## config.mk

```make
export PLATFORM = sky130hd
export DESIGN_NAME = runner_sample_producer_flat
export DESIGN_NICKNAME = d
export VERILOG_FILES = /design/src/rtl/runner_sample_producer_if.sv /design/src/rtl/runner_sample_producer.sv /design/src/flat_wrapper.sv
export SDC_FILE = /design/constraint.sdc
export NUM_CORES = 1
export LEC_CHECK = 0
export CAP_MARGIN = 20
export CORE_UTILIZATION = 63
export DETAILED_ROUTE_END_ITERATION = 6
export PLACE_DENSITY = 0.9
export SYNTH_ARGS = -nofsm -noshare
export SYNTH_HDL_FRONTEND = slang
export SYNTH_SLANG_ARGS = --single-unit
```

## constraint.sdc

```tcl
create_clock -name clk -period 5.25 [get_ports clk]
set_input_delay 1.05 -clock clk [delete_from_list [all_inputs] [get_ports clk]]
set_output_delay 1.05 -clock clk [all_outputs]
set_load 0.1 [all_outputs]
```

## src/rtl/runner_sample_producer_if.sv

```systemverilog
// Port group between the sample producer and the runner step/heart-rate accumulator.
// sample_ovf exists only when RPMS_SAMPLE_OVF_EN is defined.
interface runner_sample_producer_if;
  logic       run;
  logic       step_raw;
  logic       beat_raw;
  logic [7:0] stride_cfg;
  // valid_out is a 1-cycle strobe with no ready: the accumulator takes every sample,
  // and the fields stay stable until the next strobe.
  logic       valid_out;
  logic [7:0] hr_out;
  logic [1:0] steps_per_second;
  logic [7:0] stride_length;
  logic       hr_warm;
`ifdef RPMS_SAMPLE_OVF_EN
  logic       sample_ovf;

  modport master (
    input  run, step_raw, beat_raw, stride_cfg,
    output valid_out, hr_out, steps_per_second, stride_length, hr_warm, sample_ovf
  );
  modport slave (
    output run, step_raw, beat_raw, stride_cfg,
    input  valid_out, hr_out, steps_per_second, stride_length, hr_warm, sample_ovf
  );
`else
  modport master (
    input  run, step_raw, beat_raw, stride_cfg,
    output valid_out, hr_out, steps_per_second, stride_length, hr_warm
  );
  modport slave (
    output run, step_raw, beat_raw, stride_cfg,
    input  valid_out, hr_out, steps_per_second, stride_length, hr_warm
  );
`endif
endinterface

```

## src/rtl/runner_sample_producer.sv

```systemverilog
// Turns raw step/heartbeat pulses into one sample per second for the runner accumulator.
// Optional feature macro: RPMS_SAMPLE_OVF_EN adds the sample_ovf saturation flag.
module runner_sample_producer #(
  parameter int CLK_HZ   = 1000,
  parameter int HR_WIN   = 15,
  parameter int DEBOUNCE = 4
) (
  input logic                       clk,
  input logic                       rst,
  runner_sample_producer_if.master  bus
);
  localparam int TW     = $clog2(CLK_HZ);
  localparam int PW     = (HR_WIN > 1) ? $clog2(HR_WIN) : 1;
  localparam int FW     = $clog2(HR_WIN + 1);
  localparam int SW     = $clog2(HR_WIN * 7 + 1);
  localparam int DW     = (DEBOUNCE > 1) ? $clog2(DEBOUNCE) : 1;
  localparam int HR_MUL = 60 / HR_WIN;

  logic [2:0]    step_sync, beat_sync;
  logic [DW-1:0] step_db, beat_db;
  logic [TW-1:0] tick;
  logic [2:0]    step_cnt, beat_cnt;
  logic [2:0]    ring [HR_WIN];
  logic [PW-1:0] wr_ptr;
  logic [SW-1:0] sum;
  logic [FW-1:0] fill;

  logic          step_acc, beat_acc, close;
  logic [2:0]    step_next, beat_next;
  logic [SW-1:0] new_sum;
  logic [15:0]   hr_full;
  logic          hr_ovf;
  logic [FW-1:0] fill_next;

  // Edge is seen one cycle after the second sync stage, so raw-to-count is 3 cycles.
  assign step_acc  = step_sync[1] & ~step_sync[2] & (step_db == '0);
  assign beat_acc  = beat_sync[1] & ~beat_sync[2] & (beat_db == '0);
  assign close     = bus.run && (tick == TW'(CLK_HZ - 1));
  assign step_next = (step_cnt == 3'd7) ? 3'd7 : step_cnt + {2'b00, step_acc};
  assign beat_next = (beat_cnt == 3'd7) ? 3'd7 : beat_cnt + {2'b00, beat_acc};
  assign new_sum   = sum - SW'(ring[wr_ptr]) + SW'(beat_next);
  assign hr_full   = 16'(new_sum) * 16'(HR_MUL);
  assign hr_ovf    = (hr_full > 16'd255);
  assign fill_next = (fill == FW'(HR_WIN)) ? fill : fill + 1'b1;

  always_ff @(posedge clk or posedge rst) begin
    if (rst) begin
      step_sync <= '0;
      beat_sync <= '0;
    end else begin
      step_sync <= {step_sync[1:0], bus.step_raw};
      beat_sync <= {beat_sync[1:0], bus.beat_raw};
    end
  end

  always_ff @(posedge clk or posedge rst) begin
    if (rst) begin
      step_db  <= '0;
      beat_db  <= '0;
      tick     <= '0;
      step_cnt <= '0;
      beat_cnt <= '0;
    end else if (!bus.run) begin
      step_db  <= '0;
      beat_db  <= '0;
      tick     <= '0;
      step_cnt <= '0;
      beat_cnt <= '0;
    end else begin
      if (step_acc)           step_db <= DW'(DEBOUNCE - 1);
      else if (step_db != '0) step_db <= step_db - 1'b1;
      if (beat_acc)           beat_db <= DW'(DEBOUNCE - 1);
      else if (beat_db != '0) beat_db <= beat_db - 1'b1;
      // An edge accepted on the close cycle is folded into the closing sample via *_next.
      tick     <= close ? '0 : tick + 1'b1;
      step_cnt <= close ? '0 : step_next;
      beat_cnt <= close ? '0 : beat_next;
    end
  end

  always_ff @(posedge clk or posedge rst) begin
    if (rst) begin
      for (int i = 0; i < HR_WIN; i++) ring[i] <= '0;
      wr_ptr               <= '0;
      sum                  <= '0;
      fill                 <= '0;
      bus.valid_out        <= 1'b0;
      bus.hr_out           <= '0;
      bus.steps_per_second <= '0;
      bus.stride_length    <= '0;
      bus.hr_warm          <= 1'b0;
`ifdef RPMS_SAMPLE_OVF_EN
      bus.sample_ovf       <= 1'b0;
`endif
    end else begin
      bus.valid_out <= close;
      if (close) begin
        ring[wr_ptr]         <= beat_next;
        wr_ptr               <= (wr_ptr == PW'(HR_WIN - 1)) ? '0 : wr_ptr + 1'b1;
        sum                  <= new_sum;
        fill                 <= fill_next;
        bus.hr_out           <= hr_ovf ? 8'hFF : hr_full[7:0];
        bus.steps_per_second <= (step_next > 3'd3) ? 2'd3 : step_next[1:0];
        bus.stride_length    <= bus.stride_cfg;
        bus.hr_warm          <= (fill_next == FW'(HR_WIN));
`ifdef RPMS_SAMPLE_OVF_EN
        bus.sample_ovf       <= (step_next > 3'd3) | (beat_next == 3'd7) | hr_ovf;
`endif
      end
    end
  end
endmodule

```

## src/flat_wrapper.sv

```systemverilog
// flat-port wrapper written by rule: the top's interface ports become plain ports
module runner_sample_producer_flat 
#(
  parameter int CLK_HZ   = 1000,
  parameter int HR_WIN   = 15,
  parameter int DEBOUNCE = 4
)
  (clk, rst, bus_run, bus_step_raw, bus_beat_raw, bus_stride_cfg, bus_valid_out, bus_hr_out, bus_steps_per_second, bus_stride_length, bus_hr_warm);
  runner_sample_producer_if bus_i ();
  input logic clk;
  input logic rst;
  input wire logic [$bits(bus_i.run)-1:0] bus_run;
  input wire logic [$bits(bus_i.step_raw)-1:0] bus_step_raw;
  input wire logic [$bits(bus_i.beat_raw)-1:0] bus_beat_raw;
  input wire logic [$bits(bus_i.stride_cfg)-1:0] bus_stride_cfg;
  output wire logic [$bits(bus_i.valid_out)-1:0] bus_valid_out;
  output wire logic [$bits(bus_i.hr_out)-1:0] bus_hr_out;
  output wire logic [$bits(bus_i.steps_per_second)-1:0] bus_steps_per_second;
  output wire logic [$bits(bus_i.stride_length)-1:0] bus_stride_length;
  output wire logic [$bits(bus_i.hr_warm)-1:0] bus_hr_warm;
  assign bus_i.run = bus_run;
  assign bus_i.step_raw = bus_step_raw;
  assign bus_i.beat_raw = bus_beat_raw;
  assign bus_i.stride_cfg = bus_stride_cfg;
  assign bus_valid_out = bus_i.valid_out;
  assign bus_hr_out = bus_i.hr_out;
  assign bus_steps_per_second = bus_i.steps_per_second;
  assign bus_stride_length = bus_i.stride_length;
  assign bus_hr_warm = bus_i.hr_warm;
  runner_sample_producer #(.CLK_HZ(CLK_HZ), .HR_WIN(HR_WIN), .DEBOUNCE(DEBOUNCE)) u_core (.clk(clk), .rst(rst), .bus(bus_i));
endmodule
```

# ---- Word level (Yosys, flattened, before mapping)
# Cells that the tools add are included.
dict set report classes {
  n_lt_le_gt_ge 4
  eq_ne 8
  addsub 9
  muxes 24
  n_bitwise 7
  n_reduce_logical 6
}
# operator count
set op_table {}
lappend op_table {{45-bit bitwise mux} 1}
lappend op_table {{3-bit two-way mux} 9}
lappend op_table {{10-bit two-way mux} 2}
lappend op_table {{2-bit two-way mux} 7}
lappend op_table {{3-bit binary-select mux with 4-bit select} 1}
lappend op_table {{3-bit demux with 4-bit select} 1}
lappend op_table {{4-bit equality test (second input constant)} 3}
lappend op_table {{10-bit by 1-bit adder with 10-bit output (second input constant)} 1}
lappend op_table {{10-bit equality test (second input constant)} 1}
lappend op_table {{9-bit by 8-bit greater-than comparator with 1-bit output (second input constant)} 1}
lappend op_table {{4-bit by 1-bit adder with 4-bit output (second input constant)} 2}
lappend op_table {{4-bit two-way mux} 2}
lappend op_table {{8-bit two-way mux} 1}
lappend op_table {{7-bit by 3-bit adder with 7-bit output} 1}
lappend op_table {{7-bit by 3-bit subtractor with 7-bit output} 1}
lappend op_table {{3-bit by 1-bit adder with 3-bit output} 2}
lappend op_table {{3-bit equality test (second input constant)} 2}
lappend op_table {{3-bit by 1-bit != test with 1-bit output (second input constant)} 2}
lappend op_table {{5-bit >= comparator (second input constant)} 1}
lappend op_table {{5-bit by 1-bit < comparator with 1-bit output (second input constant)} 1}
lappend op_table {{4-bit inverter with 5-bit output} 1}
lappend op_table {{1-bit bitwise AND} 4}
lappend op_table {{2-bit zero test} 2}
lappend op_table {{2-bit nonzero test} 2}
lappend op_table {{4 further kinds} 7}
dict set report word_totals {
  register_bits 106
  inputBits 13
  out_inout_bits 20
  wordCells 88
}

# ---- Logic depth before layout (Yosys ltp)
dict set report logic_depth {
  depth_word 8
  depth_mapped 16
  depth_no_buf 15
}

# ---- Least setup slack after synthesis
# No wires, ideal clock.
dict set report synth_path {
  path_type {register to register}
  start {register u_core.beat_db[0]}
  end {register u_core.bus.hr_out[4]}
  synth_period_minus_slack_ps 3609
  path_slack_ps 1641
  arrival_time_ps 3472
  path_buffers 1
  stages_incl_launch_ff 16
  setup_time_ps 137
  required_ps 5113
  cell_sequence {dfrtp_1 > inv_1 > ha_1 > nor3b_1 > ha_1 > ha_1 > a31oi_1 > clkbuf_1 > inv_1 > fa_1 > fa_1 > a21oi_1 > nand3b_1 > o21ai_0 > nor2_1 > a31oi_1}
}
dict set report synth_via {
  elab_chain_len 7
}
# element line_no
set synth_lines {}
lappend synth_lines {{from (decl)} runner_sample_producer.sv:20} ;# logic [DW-1:0] step_db, beat_db;
lappend synth_lines {{from (signal assigned)} runner_sample_producer.sv:72} ;# if (beat_acc) beat_db <= DW'(DEBOUNCE - 1);
lappend synth_lines {{from (signal assigned)} runner_sample_producer.sv:73} ;# else if (beat_db != '0) beat_db <= beat_db - 1'b1;
lappend synth_lines {{2-bit zero test (*)} runner_sample_producer.sv:37} ;# assign beat_acc = beat_sync[1] & ~beat_sync[2] & (beat_db == '0);
lappend synth_lines {{1-bit bitwise AND (*)} runner_sample_producer.sv:37}
lappend synth_lines {{3-bit by 1-bit adder with 3-bit output (*)} runner_sample_producer.sv:40} ;# assign beat_next = (beat_cnt == 3'd7) ? 3'd7 : beat_cnt + {2'b00, beat_acc};
lappend synth_lines {{3-bit two-way mux (*)} runner_sample_producer.sv:40}
lappend synth_lines {{via u_core.beat_next[1]} runner_sample_producer.sv:29} ;# logic [2:0] step_next, beat_next;
lappend synth_lines {{7-bit by 3-bit adder with 7-bit output (*)} runner_sample_producer.sv:41} ;# assign new_sum = sum - SW'(ring[wr_ptr]) + SW'(beat_next);
lappend synth_lines {{9-bit by 8-bit greater-than comparator with 1-bit output} runner_sample_producer.sv:43} ;# assign hr_ovf = (hr_full > 16'd255);
lappend synth_lines {{8-bit two-way mux (*)} runner_sample_producer.sv:102} ;# bus.hr_out <= hr_ovf ? 8'hFF : hr_full[7:0];
lappend synth_lines {{to (signal assigned)} runner_sample_producer.sv:102}
lappend synth_lines {{to (decl)} runner_sample_producer_if.sv:29} ;# output valid_out, hr_out, steps_per_second, stride_length, hr_warm
# Mark *: on every way through the listed nets, which the timed path passes. The rest lies on a longest branch.
# A chain may end at the register's enable or synchronous reset.

# ---- Final worst setup path
dict set report layout_path {
  start {register u_core.wr_ptr[0]}
  end {register u_core.bus.hr_out[5]}
}
dict set report layout_via {
  elab_chain_len 8
}
# element line_no
set layout_lines {}
lappend layout_lines {{from (decl)} runner_sample_producer.sv:24} ;# logic [PW-1:0] wr_ptr;
lappend layout_lines {{from (signal assigned)} runner_sample_producer.sv:99} ;# wr_ptr <= (wr_ptr == PW'(HR_WIN - 1)) ? '0 : wr_ptr + 1'b1;
lappend layout_lines {{4-bit inverter with 5-bit output (implied by the code) (*)} runner_sample_producer.sv:41}
lappend layout_lines {{3-bit binary-select mux with 4-bit select (*)} runner_sample_producer.sv:41}
lappend layout_lines {{3-bit two-way mux (implied by the code) (*) (2 in a row)} runner_sample_producer.sv:41}
lappend layout_lines {{7-bit by 3-bit subtractor with 7-bit output (*)} runner_sample_producer.sv:41}
lappend layout_lines {{7-bit by 3-bit adder with 7-bit output (*)} runner_sample_producer.sv:41}
lappend layout_lines {{9-bit by 8-bit greater-than comparator with 1-bit output} runner_sample_producer.sv:43}
lappend layout_lines {{8-bit two-way mux (*)} runner_sample_producer.sv:102}
# Every way passes the cells marked *; elsewhere a longest branch is shown, timed or not. The select of a mux whose other input is x is not followed.

==> reports/results.tsv <==
metric	value	unit
power.total	1.55	mW
grt_pass1_vias	3795	
maxClockFrequency	241	MHz
numPlacedInstances	593	
powerDensity	284	nW/um2
synth.lib_cells_used.distinct	45	
post_synth_xor_area_fraction	0.0269	
ant_nets	0	
min_path_type	flop to flop	
hold-path-endpoint	u_core.step_sync[1]	
synth-adder-area-share	0.0507	
post_dp_hpwl	7.14	mm
crit_path_top_delay_cell	dfrtp_1	
synthSimpleGateAreaFrac	0.177	
cts_tree	yes	
post_cts_resize_count	0	
setup_viol	0	
reg2reg_from	u_core.wr_ptr[0]	
setup_total_negative_slack	0	ns
kind_of_end_point_of_the_critical_path	flop	
place.port_buffers	32	
share_of_the_synthesized_area_in_compound_gates_ao_oa_aoi_oai	0.103	
status	complete, no violations	
grt_start_max_net_pins	65	
fp.dieW	90.1	um
yosys_warnings	0	
antenna_violations_before_repair	0	
wire_length_of_the_first_global_routing_pass	18.1	mm
antennaDiodeCount	0	
clock_skew	0.0204	ns
finalWorstPathRequiredPeriod	4.16	ns
io-pin-count	33	
number_of_instances_on_the_worst_hold_path	0	
initial_core_util	0.663	
finalNetCount	536	
timing_hold_violations_final	0	
most-common-layout-cells	dfrtp_1 (104), nand2_1 (95), o21ai_0 (62)	
cts_hold_repair.buffers	0	
worstPathArrival	4.41	ns
path_buf_inv	1	
detail_route.wl_per_cell	17.0	um
rr_worst_depth	10	
combinational_family_with_the_most_area_after_synthesis	simple AND/OR/NAND/NOR gates	
fin_worst_hold_slack	0.361	ns
rrSetupSlack	1.09	ns
synthesis.nets	509	
cp-start-kind	flop	
totalWireLength	10.3	mm
core	7370	um2
reg2reg_to	u_core.bus.hr_out[5]	
route.detailed.vias_per_inst	6.11	
flow.area_growth_from_synthesis	12.0	%
routed-via-count	3719	
finalMaxSlewViolations	0	
max_cap_viol_count	0	
hold_path.startpoint	u_core.step_sync[0]	
cpMostUsedCell	fa_1	
synth_seq_area_share	0.532	
clock_tree.root_cell	clkbuf_8	
power_leakage	2.51	nW
netlist_area	4890	um2
final_layout_size_suffix_gt1_frac	0.0627	
tightestPinTransition	0.985	ns
dieArea	8120	um2
cp_data_required_time	5.50	ns
netlist_instances	478	
crit_path_max_incr_delay	0.91	ns
post_synth.cell_area_avg	10.2	um2
drt_first_pass_iters	4	
post-cts-setup-buffer-count	0	
global_route.overflow_total	0	
yosys_register_bits	104	
final_common_cell	dfrtp_1	
post_synth_mux_area_share	0.0691	
place.gp.congestion	0.900	
cts_buffer_depth	2	
rsz_0062_raised_after_global_routing	false	
rows	31	
clk_transition_reported_paths	0.11	ns
grtUsageTotal	0.284	
detail_route.iter0.violations	345	
cts.sink_count	104	
die_height	90.1	um
clkLatencyLatePin	0.38	ns
post-route-drc-count	0	
final_min_period_over_clock_period	0.792	
cp_top_family	multiplexers	
criticalPathCategory	flop to flop	
cts.htree.levels	3	
power.ir.vdd_worst	0.000256	V
critical_path_peak_fanout	24	
tritoncts.num_buffers	9	
rel_slew_slack	0.341	
layout.cells.non_filler	609	
crit_path_cell_trace	mux4_1, mux4_2, inv_1, fa_1, fa_1, a21oi_1, nand3b_1, o21ai_0, nor2_1, a31oi_1	
## worst max path at each step
stage,startpoint,end,slack [ns],cells after the start
2_1_floorplan,rst,u_core.beat_cnt[0],1.47,1
3_3_place_gp,u_core.wr_ptr[0],u_core.bus.hr_out[1],1.33,10
3_5_place_dp,u_core.wr_ptr[0],u_core.bus.hr_out[5],1.10,10
4_1_cts,u_core.wr_ptr[0],u_core.bus.hr_out[5],1.10,10
5_1_grt,u_core.wr_ptr[0],u_core.bus.hr_out[4],0.91,10
6_report,u_core.wr_ptr[0],u_core.bus.hr_out[5],1.09,10
## metal layers
| layer | global-route usage | wire length [um] |
|---|---|---|
| met5 | 0 | 0 |
| met4 | 0.157 | 387 |
| met3 | 0.0440 | 540 |
| met2 | 0.469 | 5300 |
| met1 | 0.363 | 4120 |
## flip-flops by register name, summed over array words and instances (netlist names), 2 cells and up
name	count
u_core.wr_ptr	4
u_core.beat_db	2
u_core.bus.stride_length	8
u_core.step_sync	3
u_core.ring	45
u_core.beat_cnt	3
u_core.fill	4
u_core.sum	6
u_core.step_cnt	3
u_core.tick	10
u_core.bus.hr_out	7
u_core.bus.steps_per_second	2
u_core.step_db	2
u_core.beat_sync	3
## synthesized netlist by cell type (all sizes together)
cell / n / area share
o211ai: 2 / 0.0031
buf: 10 / 0.016
nor4: 1 / 0.0013
xnor2: 7 / 0.013
mux2i: 3 / 0.0061
a21oi: 8 / 0.0082
fa: 3 / 0.012
and2: 2 / 0.0026
a21o: 2 / 0.0031
mux2: 1 / 0.0023
nand2b: 1 / 0.0013
mux4: 12 / 0.061
nand4: 6 / 0.0090
nand2: 95 / 0.073
a221oi: 1 / 0.0018
o21ai: 64 / 0.066
ha: 15 / 0.038
nand3b: 1 / 0.0015
xor2: 8 / 0.014
nor2: 37 / 0.028
a211oi: 4 / 0.0061
nor3b: 3 / 0.0046
o32ai: 1 / 0.0018
dfrtp: 104 / 0.53
nand3: 22 / 0.024
clkbuf: 11 / 0.0084
and3: 5 / 0.0064
nor3: 6 / 0.0061
and4: 2 / 0.0036
inv: 21 / 0.016
and4bb: 1 / 0.0026
nor4bb: 1 / 0.0020
a31oi: 8 / 0.010
a221o: 1 / 0.0020
or3: 1 / 0.0013
or3b: 1 / 0.0018
o21a: 1 / 0.0015
nor2b: 6 / 0.0077
## cell type report
type,count,area [um2]
Clock inverter,6,83.8
Sequential cell,104,2600
Timing Repair Buffer,37,358
Inverter,21,81.3
Tap cell,99,124
Fill cell,493,1900
Clock buffer,10,138
Multi-Input combinational cell,332,2090
## power breakdown
| part | leakage (nW) | internal, mW | switching, mW |
|---|---|---|---|
| registers | 1.42 | 0.822 | 0.0158 |
| logic | 0.983 | 0.0680 | 0.109 |
| clock network | 0.112 | 0.245 | 0.293 |
| total | 2.51 | 1.14 | 0.419 |
## worst reg2reg max path, stage by stage, from the launching register on
cell,delay [ns]
dfrtp_1,0.91
mux4_1,0.66
mux4_2,0.47
inv_1,0.09
fa_1,0.46
fa_1,0.48
a21oi_1,0.21
nand3b_1,0.17
o21ai_0,0.12
nor2_1,0.31
a31oi_1,0.15
## metrics by stage
stage	setup slack (ns)	instance area, um2	util
3_3_place_gp	1.33	5250	0.713
2_1_floorplan	1.47	4890	-
5_1_grt	0.905	5470	0.743
4_1_cts	1.10	5470	0.743
3_5_place_dp	1.10	5250	0.713
6_report	1.09	5470	0.743
## kinds of logic after synthesis
| logic type | after synthesis |
|---|---|
| flip-flops | 104 |
| buffers and inverters | 42 |
| multiplexers | 16 |
| adder cells (fa/ha/maj) | 18 |
| XOR/XNOR | 15 |
| AO/OA/AOI/OAI | 92 |
| AND/OR/NAND/NOR | 191 |
Note: power is estimated with default switching activity, not from simulation.
